**config.mk**
```make
export PLATFORM = sky130hd
export DESIGN_NAME = cla16_multiword_seq_ctrl
export DESIGN_NICKNAME = d
export VERILOG_FILES = /design/src/rtl/cla16_multiword_seq_ctrl.sv
export SDC_FILE = /design/constraint.sdc
export NUM_CORES = 1
export LEC_CHECK = 0
export ABC_AREA = 0
export CORE_ASPECT_RATIO = 1.75
export CORE_UTILIZATION = 28
export CTS_CLUSTER_DIAMETER = 30
export DETAILED_ROUTE_END_ITERATION = 10
export GPL_TIMING_DRIVEN = 0
export HOLD_SLACK_MARGIN = 0.03
export SLEW_MARGIN = 30
export SYNTH_ARGS = -nofsm -noshare
export SYNTH_HDL_FRONTEND = slang
export SYNTH_SLANG_ARGS = --single-unit
```
**constraint.sdc**
```tcl
create_clock -name clk -period 6.56 [get_ports clk]
set_clock_uncertainty 0.2 [all_clocks]
set_input_delay 0.984 -clock clk [delete_from_list [all_inputs] [get_ports clk]]
set_output_delay 0.984 -clock clk [all_outputs]
set_load 0.01 [all_outputs]
```
**src/rtl/cla16_multiword_seq_ctrl.sv**
```systemverilog
// cla16_multiword_seq_ctrl
//   Wide adder that reuses one 16-bit carry-lookahead slice over WORDS
//   clocks, least-significant slice first, with the slice carry kept in
//   a register between clocks.
//
// Ports:
//   clk    rising-edge clock
//   rst    synchronous, active-high reset
//   start  request, sampled only in IDLE or DONE
//   a, b   16*WORDS-bit operands, captured when start is accepted
//   cin    carry-in, captured when start is accepted
//   busy   high while slices are processed (RUN)
//   done   one-cycle pulse, result valid
//   sum    registered 16*WORDS-bit result
//   cout   registered final carry-out
//   ovf    signed overflow flag; real only when CLA_SEQ_OVF_EN is defined,
//          otherwise tied to 0
//
// State table:
//   S_IDLE | waiting for start
//   S_RUN  | one slice per clock, idx_q selects the slice
//   S_DONE | result valid, done pulse; start here is accepted back-to-back

module cla16_multiword_seq_ctrl #(
    parameter int WORDS = 4
) (
    input  logic                 clk,
    input  logic                 rst,
    input  logic                 start,
    input  logic [16*WORDS-1:0]  a,
    input  logic [16*WORDS-1:0]  b,
    input  logic                 cin,
    output logic                 busy,
    output logic                 done,
    output logic [16*WORDS-1:0]  sum,
    output logic                 cout,
    output logic                 ovf
);

    localparam int W     = 16 * WORDS;
    localparam int IDX_W = (WORDS > 1) ? $clog2(WORDS) : 1;
    localparam logic [IDX_W-1:0] IDX_LAST = IDX_W'(WORDS - 1);

    typedef enum logic [1:0] {S_IDLE, S_RUN, S_DONE} state_t;

    state_t           state_q, state_d;
    logic [W-1:0]     a_q, a_d, b_q, b_d, sum_q, sum_d;
    logic             carry_q, carry_d, cout_q, cout_d;
    logic [IDX_W-1:0] idx_q, idx_d;

    logic [IDX_W+3:0] shamt;
    logic [15:0]      sl_a, sl_b, sl_g, sl_p, sl_sum;
    logic [16:0]      sl_c;
    logic [3:0]       grp_g, grp_p;
    logic [4:0]       grp_c;

    // 16-bit CLA slice: 4-bit groups with a second lookahead level.
    always_comb begin
        shamt  = {idx_q, 4'b0000};
        sl_a   = 16'(a_q >> shamt);
        sl_b   = 16'(b_q >> shamt);
        sl_g   = sl_a & sl_b;
        sl_p   = sl_a ^ sl_b;
        for (int j = 0; j < 4; j++) begin
            grp_g[j] = sl_g[4*j+3]
                     | (sl_p[4*j+3] & sl_g[4*j+2])
                     | (sl_p[4*j+3] & sl_p[4*j+2] & sl_g[4*j+1])
                     | (sl_p[4*j+3] & sl_p[4*j+2] & sl_p[4*j+1] & sl_g[4*j]);
            grp_p[j] = &sl_p[4*j +: 4];
        end
        grp_c[0] = carry_q;
        grp_c[1] = grp_g[0] | (grp_p[0] & carry_q);
        grp_c[2] = grp_g[1] | (grp_p[1] & grp_g[0]) | (&grp_p[1:0] & carry_q);
        grp_c[3] = grp_g[2] | (grp_p[2] & grp_g[1]) | (&grp_p[2:1] & grp_g[0])
                 | (&grp_p[2:0] & carry_q);
        grp_c[4] = grp_g[3] | (grp_p[3] & grp_g[2]) | (&grp_p[3:2] & grp_g[1])
                 | (&grp_p[3:1] & grp_g[0]) | (&grp_p[3:0] & carry_q);
        sl_c = '0;
        for (int j = 0; j < 4; j++) begin
            sl_c[4*j] = grp_c[j];
            for (int i = 0; i < 3; i++) begin
                sl_c[4*j+i+1] = sl_g[4*j+i] | (sl_p[4*j+i] & sl_c[4*j+i]);
            end
        end
        sl_c[16] = grp_c[4];
        sl_sum   = sl_p ^ sl_c[15:0];
    end

`ifdef CLA_SEQ_OVF_EN
    logic ovf_q, ovf_d;
`endif

    always_comb begin
        state_d = state_q;
        a_d     = a_q;
        b_d     = b_q;
        sum_d   = sum_q;
        carry_d = carry_q;
        cout_d  = cout_q;
        idx_d   = idx_q;
`ifdef CLA_SEQ_OVF_EN
        ovf_d   = ovf_q;
`endif
        case (state_q)
            S_IDLE, S_DONE: begin
                if (start) begin
                    a_d     = a;
                    b_d     = b;
                    carry_d = cin;
                    idx_d   = '0;
                    state_d = S_RUN;
`ifdef CLA_SEQ_OVF_EN
                    ovf_d   = 1'b0;
`endif
                end else begin
                    state_d = S_IDLE;
                end
            end
            S_RUN: begin
                sum_d   = (sum_q & ~(W'(16'hFFFF) << shamt)) | (W'(sl_sum) << shamt);
                carry_d = sl_c[16];
                if (idx_q == IDX_LAST) begin
                    // idx is left alone here so it never wraps
                    cout_d  = sl_c[16];
                    state_d = S_DONE;
`ifdef CLA_SEQ_OVF_EN
                    ovf_d   = sl_c[15] ^ sl_c[16];
`endif
                end else begin
                    idx_d = idx_q + 1'b1;
                end
            end
            default: state_d = S_IDLE;
        endcase
    end

    always_ff @(posedge clk) begin
        if (rst) begin
            state_q <= S_IDLE;
            a_q     <= '0;
            b_q     <= '0;
            sum_q   <= '0;
            carry_q <= 1'b0;
            cout_q  <= 1'b0;
            idx_q   <= '0;
`ifdef CLA_SEQ_OVF_EN
            ovf_q   <= 1'b0;
`endif
        end else begin
            state_q <= state_d;
            a_q     <= a_d;
            b_q     <= b_d;
            sum_q   <= sum_d;
            carry_q <= carry_d;
            cout_q  <= cout_d;
            idx_q   <= idx_d;
`ifdef CLA_SEQ_OVF_EN
            ovf_q   <= ovf_d;
`endif
        end
    end

    assign busy = (state_q == S_RUN);
    assign done = (state_q == S_DONE);
    assign sum  = sum_q;
    assign cout = cout_q;
`ifdef CLA_SEQ_OVF_EN
    assign ovf  = ovf_q;
`else
    assign ovf  = 1'b0;
`endif

endmodule

```
==> qor.csv <==
stage,metric,value,unit
outcome,result of the run,finished clean,
sta,number of hold violations in the final report,0,
critical_path,crit-path max cell delay,0.61,ns
die,core area,0.02939,mm^2
synthesis,Yosys top cell by area,sky130_fd_sc_hd__dfxtp_1,
synthesis,Mapped Area,0.008366,mm^2
clock_network,number of levels the H-tree was split into,4,
pwr,switching part of the total,27.63,%
clock_network,number of buffers created by CTS,17,
sta,Max-Slew Margin vs Limit,46.38,%
synthesis,top post-synthesis cells by area,"sky130_fd_sc_hd__dfxtp_1, sky130_fd_sc_hd__nand2_1, sky130_fd_sc_hd__a21oi_1",
job,max-capacitance violation count,0,
critical_path,CP cell instances,"buf_4, buf_4, mux4_2, ha_1, nand3_1, o22ai_1, a31o_1, inv_1, fa_1, fa_1, fa_1, xnor2_1, a22oi_1, nor2_1",
synthesis,Post-Synthesis Mean Instance Area,8.624,um^2
finish,number of nets at the end of the flow,1350,
clock_network,root buffer cell,sky130_fd_sc_hd__clkbuf_16,
synthesis,Yosys warning total,0,
grt,pin count of the biggest net entering global routing,20,
detailed_routing,vias,7700,
synthesis,Post-synth top cells,"sky130_fd_sc_hd__nand2_1, sky130_fd_sc_hd__dfxtp_1, sky130_fd_sc_hd__a21oi_1",
hold_path,class of the worst hold path,flip-flop to flip-flop,
grt,grt total ovfl,0,
detailed_routing,DR iter-0 viols,420,
synthesis,number of register bits inferred by synthesis,198,
place,DP HPWL,23660,um
hold_path,hold path startpoint,a_q[53]$_SDFFE_PP0P_,
synthesis,number of standard cells after synthesis,970,
sta,Worst-Margin Slew,0.8044,ns
synthesis,post-synth net total,1134,
critical_path,CP Capture Type,flip-flop,
detailed_routing,vias per cell,4.870,
pwr,Worst VDD drop,0.1950,mV
critical_path,launching point of the worst reg2reg path,idx_q[0]$_SDFFE_PP0P_,
critical_path,Worst Reg2Reg Path Length in Cells,14,
clock_network,number of buffers inserted by hold repair at cts,0,
grt,overall fraction of global-route tracks in use,19.64,%
clock_network,number of instances resized during post-cts repair,0,
sta,maximum clock frequency,196.8,MHz
pwr,combinational cell fraction of total power,15.2,%
synthesis,portion of the post-synthesis area used by sequential elements,47.38,%
die,number of standard-cell rows in the floorplan,83,
clock_network,number of sinks handled by clock tree synthesis,198,
critical_path,data arrival time of the critical path,5.27,ns
critical_path,peak fanout along the critical path,10,
pwr,PD cells,254.3,mW/mm^2
detailed_routing,number of detailed-route iterations in the first pass,6,
pwr,leakage power total,4.213,nW
hold_path,cell count of the worst hold path,2,
detailed_routing,residual antenna-violating net count after detailed routing,0,
detailed_routing,total routed wirelength,29510,um
sta,unrepaired setup endpoints after global routing,false,
pwr,sequential share of power,44.3,%
sta,max-slew violations,0,
synthesis,dominant cell by count in the synthesized netlist,sky130_fd_sc_hd__nand2_1,
pwr,Psw,806.2,uW
pwr,internal cell power,2.112,mW
sta,final worst path period need,5.081,ns
detailed_routing,Routed wire per std cell,18.66,um
pwr,clock share of power,40.5,%
grt,number of antenna violations at the first check in global routing,0,
sta,Setup TNS Final,0,ns
sta,Post-Route Hold Slack,0.2530,ns
die,Initial Util,28.46,%
die,die boundary width,132.7,um
synthesis,Synth async-reset ratio,0,%
detailed_routing,Post-route DRC,0,
synthesis,Netlist cell types,40,
clock_network,Post-CTS Setup Inserts,0,
critical_path,CP Class,flip-flop to flip-flop,
critical_path,r2r endpoint,sum[43]$_SDFFE_PP0P_,
die,number of I/O pins,200,
place,global placer's final weighted congestion,0.8713,
clock_network,clock transition at the register clock pins on the worst setup and hold paths after CTS,0.08,ns
grt,first-pass GRT wire length,44150,um
synthesis,top flip-flop cell by instance count after synthesis,sky130_fd_sc_hd__dfxtp_1,
critical_path,internal reg-to-reg setup slack,1.48,ns
die,floorplan die height,230.7,um
finish,diodes inserted,0,
critical_path,crit path launch type,flip-flop,
synthesis,number of flops mapped to enable cells by yosys,0,
die,area of the die,0.03060,mm^2
sta,Final setup violation count,0,
synthesis,fraction of post-synthesis cell area in the top cell type by area,47.38,%
sta,fraction of the cycle the final worst path needs,77.45,%
clock_network,TritonCTS clock tree,yes,
hold_path,end point of the most critical hold path,a_q[53]$_SDFFE_PP0P_,
clock_network,Max clock buf depth,2,
finish,fraction of layout instances using a drive strength above 1,8.424,%
place,number of buffers inserted by port buffering,197,
critical_path,Critical-path top delay cell,sky130_fd_sc_hd__mux4_2,
finish,"Area growth, synth to finish",37.15,%
clock_network,"Clk Latency, worst-skew pair",0.45,ns
critical_path,Worst Path Required,6.75,ns
grt,vias in the first global route,7907,
critical_path,Most Frequent Cell on Critical Path,sky130_fd_sc_hd__fa_1,
cell type report:
type	instances	area, um^2
plain buffers	66	306.5
clock buffers	17	425.4
clock inverters	15	232.7
fillers	2944	17920
inverters	27	106.4
multi-input cells	679	3989
flip-flops and latches	198	3964
well taps	382	478.0
repair buffers	197	1972
metal layers:
| metal | up-vias | share of wire, % | track usage (%) |
|---|---|---|---|
| li1 | 3679 | - | - |
| met1 | 3660 | 35 | 18.85 |
| met2 | 276 | 53 | 37.01 |
| met3 | 85 | 3.9 | 2.723 |
| met4 | 0 | 7.4 | 15.73 |
| met5 | - | 0 | 0 |
kinds of logic after synthesis:
family / Yosys count / synth area share (%)
other: 1 / 0.04483
flip-flops: 198 / 47.38
XOR/XNOR: 4 / 0.4189
AO/OA/AOI/OAI: 212 / 13.64
adder cells (fa/ha/maj): 32 / 5.863
multiplexers: 32 / 8.615
AND/OR/NAND/NOR: 398 / 19.10
buffers and inverters: 93 / 4.936
registers in the layout, indices dropped and copies added (netlist names):
name     count
carry_q      1
sum         64
state_q      2
idx_q        2
b_q         64
a_q         64
cout         1
power groups by stage:
stage	clock network (mW)	registers [mW]	logic [mW]
final	1.18	1.29	0.444
after global routing	1.24	1.30	0.481
after CTS	1.19	1.29	0.447
after detailed placement	0	1.32	0.445
after global placement	0	1.32	0.440
after floorplan	0	1.31	0.231
worst max-delay path, delay by kind of cell (launching register included):
family | cells | cell delay, ns
adders and majority gates | 4 | 1.74
buffers and inverters | 3 | 0.73
AOI/OAI and AO/OA | 3 | 0.65
muxes | 1 | 0.61
xor gates and xnor gates | 1 | 0.48
DFF | 1 | 0.41
and+or+nand+nor | 2 | 0.19
worst max-delay path by stage:
stage                     slack [ns]             startpoint  cells after the start                    to
after detailed placement        1.46  idx_q[0]$_SDFFE_PP0P_                     14  sum[43]$_SDFFE_PP0P_
after floorplan                 2.34  idx_q[0]$_SDFFE_PP0P_                     14  sum[43]$_SDFFE_PP0P_
after CTS                       1.43  idx_q[0]$_SDFFE_PP0P_                     14  sum[43]$_SDFFE_PP0P_
after global routing            1.20  idx_q[0]$_SDFFE_PP0P_                     14  sum[11]$_SDFFE_PP0P_
after global placement          1.48  idx_q[0]$_SDFFE_PP0P_                     14  sum[43]$_SDFFE_PP0P_
final                           1.48  idx_q[0]$_SDFFE_PP0P_                     14  sum[43]$_SDFFE_PP0P_
through the flow:
stage               worst slack [ns]  power [mW]  cells  utilization (%)  instance area (um^2)
finish                         1.479       2.918   1581            39.04                 11470
floorplan                      2.342       1.542    970                -                  8366
detailed placement             1.464       1.765   1549            36.80                 10820
CTS                            1.434       2.926   1581            39.04                 11470
global route                   1.201       3.017   1581            39.04                 11470
global placement               1.478       1.757   1549            36.80                 10820
cell usage in the layout (no fill, tap or decap), types with 4 or more instances in the layout:
cell and instances:
sky130_fd_sc_hd__ha_1 20, sky130_fd_sc_hd__clkbuf_16 17, sky130_fd_sc_hd__inv_1 25, sky130_fd_sc_hd__clkdlybuf4s50_1 197, sky130_fd_sc_hd__bufinv_16 4, sky130_fd_sc_hd__fa_1 12, sky130_fd_sc_hd__clkbuf_1 30, sky130_fd_sc_hd__buf_2 20
sky130_fd_sc_hd__nand2_1 262, sky130_fd_sc_hd__buf_1 9, sky130_fd_sc_hd__buf_4 5, sky130_fd_sc_hd__a21oi_1 178, sky130_fd_sc_hd__inv_8 5, sky130_fd_sc_hd__dfxtp_1 198, sky130_fd_sc_hd__nor2_1 111, sky130_fd_sc_hd__mux4_2 32
sky130_fd_sc_hd__a22oi_1 24
Note: power is estimated with default switching activity, not from simulation.
